### src/rtl/p2s_pkg.sv
// Shared definitions for the multi-lane parallel-to-serial block.
// The width constants describe the default configuration.
package p2s_pkg;

  localparam int ROW_NUM_DEF    = 8;
  localparam int WORD_W_DEF     = 13;
  localparam int FIFO_DEPTH_DEF = 4;
  localparam int DIV_DEF        = 16;

  localparam int DIV_W = $clog2(DIV_DEF);
  localparam int PTR_W = $clog2(FIFO_DEPTH_DEF);
  localparam int CNT_W = $clog2(WORD_W_DEF + 1);

  typedef enum logic [1:0] {
    IDLE  = 2'd0,
    SHIFT = 2'd1,
    PAR   = 2'd2
  } lane_state_t;

endpackage

### src/rtl/p2s_lane.sv
// One serial lane: word FIFO feeding an MSB-first shifter with an optional
// even-parity bit and a sticky overflow flag.
module p2s_lane
  import p2s_pkg::*;
#(
  parameter int WORD_W     = 13,
  parameter int FIFO_DEPTH = 4
) (
  input  logic              clk,
  input  logic              rst,
  input  logic              tick,
  input  logic              par_en,
  input  logic [WORD_W-1:0] word,
  input  logic              push,
  input  logic              ovf_clr,
  output logic              s_data,
  output logic              data_valid,
  output logic              fifo_full,
  output logic              ovf,
  output logic [1:0]        state_dbg
);

  localparam int PW = $clog2(FIFO_DEPTH);
  localparam int CW = $clog2(WORD_W + 1);
  localparam logic [PW:0]   FULL_CNT = (PW+1)'(FIFO_DEPTH);
  localparam logic [CW-1:0] LAST_BIT = CW'(WORD_W - 1);

  logic [WORD_W-1:0] mem [FIFO_DEPTH];
  logic [PW-1:0]     wr_ptr;
  logic [PW-1:0]     rd_ptr;
  logic [PW:0]       count;
  logic [WORD_W-1:0] head;
  logic [WORD_W-1:0] shreg;
  logic [CW-1:0]     bit_cnt;
  logic              par_lat;
  logic              par_bit;
  logic              full;
  logic              empty;
  logic              wr_en;
  logic              load;
  logic              shift;
  logic              send_par;
  logic              go_idle;
  lane_state_t       state;
  lane_state_t       state_nxt;

  assign full      = (count == FULL_CNT);
  assign empty     = (count == '0);
  assign wr_en     = push && !full;
  assign head      = mem[rd_ptr];
  assign fifo_full = full;
  assign state_dbg = state;

  // Every transition happens on a tick; end of frame reloads back-to-back when possible.
  always_comb begin
    state_nxt = state;
    load      = 1'b0;
    shift     = 1'b0;
    send_par  = 1'b0;
    go_idle   = 1'b0;
    if (tick) begin
      case (state)
        IDLE: begin
          if (!empty) begin
            load      = 1'b1;
            state_nxt = SHIFT;
          end
        end
        SHIFT: begin
          if (bit_cnt != '0) begin
            shift = 1'b1;
          end else if (par_lat) begin
            send_par  = 1'b1;
            state_nxt = PAR;
          end else if (!empty) begin
            load = 1'b1;
          end else begin
            go_idle   = 1'b1;
            state_nxt = IDLE;
          end
        end
        PAR: begin
          if (!empty) begin
            load      = 1'b1;
            state_nxt = SHIFT;
          end else begin
            go_idle   = 1'b1;
            state_nxt = IDLE;
          end
        end
        default: begin
          go_idle   = 1'b1;
          state_nxt = IDLE;
        end
      endcase
    end
  end

  always_ff @(posedge clk or posedge rst) begin
    if (rst) state <= IDLE;
    else     state <= state_nxt;
  end

  always_ff @(posedge clk) begin
    if (wr_en) mem[wr_ptr] <= word;
  end

  always_ff @(posedge clk or posedge rst) begin
    if (rst) begin
      wr_ptr <= '0;
      rd_ptr <= '0;
      count  <= '0;
    end else begin
      if (wr_en) wr_ptr <= wr_ptr + PW'(1);
      if (load)  rd_ptr <= rd_ptr + PW'(1);
      case ({wr_en, load})
        2'b10:   count <= count + (PW+1)'(1);
        2'b01:   count <= count - (PW+1)'(1);
        default: count <= count;
      endcase
    end
  end

  // A push that finds the FIFO full is dropped even if a pop frees a slot this cycle.
  always_ff @(posedge clk or posedge rst) begin
    if (rst)                ovf <= 1'b0;
    else if (push && full)  ovf <= 1'b1;
    else if (ovf_clr)       ovf <= 1'b0;
  end

  always_ff @(posedge clk or posedge rst) begin
    if (rst) begin
      shreg      <= '0;
      bit_cnt    <= '0;
      par_lat    <= 1'b0;
      par_bit    <= 1'b0;
      s_data     <= 1'b0;
      data_valid <= 1'b0;
    end else if (load) begin
      shreg      <= head;
      bit_cnt    <= LAST_BIT;
      par_lat    <= par_en;
      par_bit    <= ^head;
      s_data     <= head[WORD_W-1];
      data_valid <= 1'b1;
    end else if (shift) begin
      shreg   <= {shreg[WORD_W-2:0], 1'b0};
      bit_cnt <= bit_cnt - CW'(1);
      s_data  <= shreg[WORD_W-2];
    end else if (send_par) begin
      s_data <= par_bit;
    end else if (go_idle) begin
      s_data     <= 1'b0;
      data_valid <= 1'b0;
    end
  end

endmodule

### src/rtl/p2s_lane_array.sv
// ROW_NUM independent serial lanes sharing one bit-rate tick derived from clk_50M.
// lane_state exposes each lane FSM (2 bits per lane) for observation.
module p2s_lane_array #(
  parameter int ROW_NUM    = 8,
  parameter int WORD_W     = 13,
  parameter int FIFO_DEPTH = 4,
  parameter int DIV        = 16
) (
  input  logic                      clk_50M,
  input  logic                      rst,
  input  logic                      en,
  input  logic                      par_en,
  input  logic [ROW_NUM*WORD_W-1:0] p_data,
  input  logic [ROW_NUM-1:0]        p_valid,
  input  logic                      ovf_clr,
  output logic [ROW_NUM-1:0]        s_data,
  output logic [ROW_NUM-1:0]        data_valid,
  output logic [ROW_NUM-1:0]        fifo_full,
  output logic [ROW_NUM-1:0]        ovf,
  output logic                      bit_tick,
  output logic [2*ROW_NUM-1:0]      lane_state
);

  localparam int DW = $clog2(DIV);
  localparam logic [DW-1:0] DIV_LAST = DW'(DIV - 1);

  logic [DW-1:0] div_cnt;

  // Dropping en restarts the bit period from zero so lanes freeze cleanly.
  always_ff @(posedge clk_50M or posedge rst) begin
    if (rst)                      div_cnt <= '0;
    else if (!en)                 div_cnt <= '0;
    else if (div_cnt == DIV_LAST) div_cnt <= '0;
    else                          div_cnt <= div_cnt + DW'(1);
  end

  assign bit_tick = en && (div_cnt == DIV_LAST);

  for (genvar i = 0; i < ROW_NUM; i++) begin : g_lane
    p2s_lane #(
      .WORD_W     (WORD_W),
      .FIFO_DEPTH (FIFO_DEPTH)
    ) u_lane (
      .clk        (clk_50M),
      .rst        (rst),
      .tick       (bit_tick),
      .par_en     (par_en),
      .word       (p_data[i*WORD_W +: WORD_W]),
      .push       (p_valid[i]),
      .ovf_clr    (ovf_clr),
      .s_data     (s_data[i]),
      .data_valid (data_valid[i]),
      .fifo_full  (fifo_full[i]),
      .ovf        (ovf[i]),
      .state_dbg  (lane_state[2*i +: 2])
    );
  end

endmodule

### config.mk
export PLATFORM = sky130hd
export DESIGN_NAME = p2s_lane_array
export DESIGN_NICKNAME = d
export VERILOG_FILES = /design/src/rtl/p2s_pkg.sv /design/src/rtl/p2s_lane.sv /design/src/rtl/p2s_lane_array.sv
export SDC_FILE = /design/constraint.sdc
export NUM_CORES = 1
export LEC_CHECK = 0
export ABC_AREA = 1
export BUFFER_PORTS_ARGS = -buffer_cell sky130_fd_sc_hd__buf_2
export CORE_ASPECT_RATIO = 1.1
export CORE_UTILIZATION = 61
export CTS_CLUSTER_SIZE = 20
export DETAILED_ROUTE_END_ITERATION = 8
export PLACE_DENSITY = 0.8
export RECOVER_POWER = 100
export SYNTH_ARGS = -nofsm -noshare
export SYNTH_HDL_FRONTEND = slang
export SYNTH_SLANG_ARGS = --single-unit
### constraint.sdc
create_clock -name clk_50M -period 9.7 [get_ports clk_50M]
set_clock_uncertainty 0.1 [all_clocks]
set_input_delay 1.94 -clock clk_50M [delete_from_list [all_inputs] [get_ports clk_50M]]
set_output_delay 1.94 -clock clk_50M [all_outputs]
set_load 0.05 [all_outputs]
==> run_results.csv <==
group,metric,value,unit
outcome,run_status,"finished, violations left",
outcome,violations,"capacitance limit, slew limit",
routing,drt-initial-drc-count,1972,
routing,antenna_violating_nets_post_route,0,
synthesis,synth.cell_area,0.0306,mm²
sta,final-setup-viol-count,0,
clock_tree,clockBufferDepth,3,
final_layout,finalNonFillerCells,4061,
global_route,grt_antenna_before_repair,2,
placed_design,placed_area,0.0317,mm²
global_route,grt_max_degree,122,
routing,wl_per_cell,16.1,µm
placed_design,placement.io_buffers,165,
clock_tree,cts_root_buffer,"clkbuf_16",
sta,hold_viol,0,
pwr,p_per_area,204,mW/mm²
routing,wirelength,65.4,mm
setup_path,timing.setup.critical_path_class,"input port to register",
placed_design,hpwlAfterDp,43.3,mm
synthesis,yosys-top-cells-count,"1294 x nand2_1, 416 x edfxtp_1, 343 x inv_1, 261 x nand3_1, 244 x dfrtp_1",
floorplan,num_io_pins,166,
floorplan,dieWidth,215,µm
sta,timing.final.crit_period,7060,ps
setup_path,cp.buffers_inverters,5,
clock_tree,cts_tree,"yes",
synthesis,ys_seq_elements,660,
routing,num_vias,22500,
synthesis,synthesis.nets,3390,
setup_path,critical_path.top_delay_family,"simple AND/OR/NAND/NOR gates",
sta,tightest_slew,5430,ps
floorplan,coreArea,0.0492,mm²
synthesis,synth_sequential_area_ratio,60.8,%
clock_tree,ctsHtreeMaxLevel,3,
sta,hold_slack,373,ps
sta,finalCritPeriodShare,72.8,%
synthesis,yosys.cell_types.count,42,
global_route,globalRouteOverflowTotal,0,
global_route,grt_first_pass_wirelength,106,mm
pwr,leakage_power,14.9,nW
synthesis,yosys.cell_count.top_type,"nand2_1",
placed_design,numPlacedInstances,3939,
clock_tree,post_cts_setup_inserts,0,
floorplan,fp.dieArea,0.0510,mm²
clock_tree,postCtsResizedCells,0,
sta,worst_slew_margin_rel,-264,%
setup_path,path_cells,"clkbuf_1 -> inv_1 -> nor2_1 -> inv_1 -> nor2_1 -> inv_1 -> nand2_1 -> inv_1 -> nand2_1 -> o221ai_1",
final_layout,fin_nets,3537,
floorplan,die_h,237,µm
synthesis,yosys-top-cells-area,"edfxtp_1 41%, dfrtp_1 20%, nand2_1 16%",
final_layout,final_design_area_no_fill,0.0335,mm²
synthesis,synth.largest_area_cell,"edfxtp_1",
synthesis,synth_largest_type_area_fraction,40.9,%
synthesis,synthesis.yosys.warnings,0,
routing,drc_errors,0,
sta,slew_violations,223,
setup_path,critPathMaxFanout,32,
floorplan,floorplan.initialDensity,62.1,%
routing,drt_pass_1_iters,6,
floorplan,std_cell_rows,85,
min_path,hold_path.class,"register to register",
routing,routed_via_density,5.55,
synthesis,ys_async_sr_fraction,37.0,%
pwr,vdd_ir_drop_max,230,µV
clock_tree,clock_edge_transition_at_the_registers_on_the_reported_setup_and_hold_paths,60,ps
setup_path,end_kind,"register",
synthesis,synth_enable_flop_cells,416,
setup_path,worst-endpoint-required,10020,ps
sta,grt_setup_unrepaired,"no",
clock_tree,cts_hold_repair.buffers,0,
setup_path,crit_path_frequent_cell,"inv_1",
setup_path,cpMaxStageDelayCell,"nor2_1",
sta,setup_total_negative_slack,0,ps
pwr,p_total,6.84,mW
synthesis,synth_top_flop_cell,"edfxtp_1",
setup_path,start_kind,"input port",
synthesis,syn_area_per_cell,9.53,µm²
final_layout,syn2layout_area_growth,9.44,%
sta,fmaxAchievable,0.142,GHz
setup_path,slowest_delay,2060,ps
clock_tree,cts_inserted_buffers,66,
global_route,global_route.usage.total,25.7,%
setup_path,critical_path_arrival,7380,ps
global_route,grt_pass1_vias,22100,
clock_tree,cts_sinks,660,
clock_tree,clock_latency_on_the_worst_skew_pair,590,ps
placed_design,routabilityCongestion,0.848,
synthesis,synthesis.instances,3208,
final_layout,final_layout_size_suffix_gt1_share,3.73,%
flow_run,drv_cap,3,
setup_path,regToRegSetupSlack,3440,ps
==> state kept, by name (all words and copies together) (netlist names) <==
register,count
g_lane.u_lane.count,24
g_lane.u_lane.par_lat,8
g_lane.u_lane.mem,416
g_lane.u_lane.data_valid,8
g_lane.u_lane.wr_ptr,16
g_lane.u_lane.s_data,8
g_lane.u_lane.state_dbg,16
g_lane.u_lane.rd_ptr,16
g_lane.u_lane.bit_cnt,32
g_lane.u_lane.par_bit,8
div_cnt,4
g_lane.u_lane.ovf,8
g_lane.u_lane.shreg,96
==> logic make-up (layout without fill, tap and decap cells) <==
logic type      after synthesis  count (layout)  synth area share, %
flops                       660             660                 60.8
fa+ha+maj                    65              65                 2.86
compound gates              236             236                 5.28
xor+xnor                     46              46                 1.32
buf+inv                     492             692                 7.13
simple gates               1709            1709                 22.6
other cells                   0               1                    0
==> cell usage in the layout, fill, tap and decap left out, types with 13 or more instances in the layout <==
| cell type | n |
|---|---|
| nor3_1 | 13 |
| clkbuf_1 | 212 |
| nand3_1 | 261 |
| a21oi_1 | 30 |
| xor2_1 | 35 |
| inv_2 | 14 |
| inv_1 | 352 |
| clkbuf_16 | 73 |
| nor2_1 | 110 |
| o221ai_1 | 88 |
| dfrtp_1 | 244 |
| o22ai_1 | 16 |
| edfxtp_1 | 416 |
| o21ai_0 | 71 |
| nand2_1 | 1301 |
| ha_1 | 57 |
==> layout make-up <==
type | count | area (µm²)
fillers | 3702 | 15800
clock inverters | 25 | 203
inverters | 373 | 1410
diodes | 1 | 2.50
clock buffers | 96 | 1950
flip-flops and latches | 660 | 18600
multi-input cells | 2056 | 9720
repair buffers | 198 | 752
well taps | 652 | 816
==> power by group <==
part	switching, mW	internal, mW	total, mW
Sequential	0.106	3.33	3.43
Clock	1.04	1.48	2.52
Combinational	0.648	0.235	0.883
Total	1.79	5.04	6.84
==> final timing paths <==
check,start,cells past startpoint,endpoint
min in group asynchronous,rst,2,g_lane[1].u_lane.ovf
max in group asynchronous,rst,3,g_lane[2].u_lane.wr_ptr[0]
worst max register to register,div_cnt[0],12,g_lane[5].u_lane.shreg[11]
worst min-delay path,div_cnt[0],1,div_cnt[0]
worst max-delay path,en,10,g_lane[5].u_lane.shreg[11]
worst min register to register,div_cnt[0],1,div_cnt[0]
==> worst register-to-register path: stages, from the launching register on <==
cell      delay (ps)
dfrtp_1          380
ha_1             180
nand2_1           70
inv_2             60
nand2_2           50
nor2_1          2060
inv_1           1240
nor2_1           830
inv_1            320
nand2_1          370
inv_1            210
nand2_1          120
o221ai_1         110
==> stage by stage <==
step / worst slack, ps / util, %
finish: 2640 / 67.9
floorplan: 958 / -
global route: 2160 / 67.9
CTS: 4370 / 68.7
global placement: 4390 / 64.4
detailed placement: 4320 / 64.4
==> layer usage <==
metal  up-vias  part of all wire, %  track usage [%]
met2       792                   50             44.2
met1     10800                   40             32.3
met4         0                  2.7             10.3
met3       140                  7.3             4.66
li1      10800                    -                -
met5         -                    0                0
(Power assumes the default switching activity.)
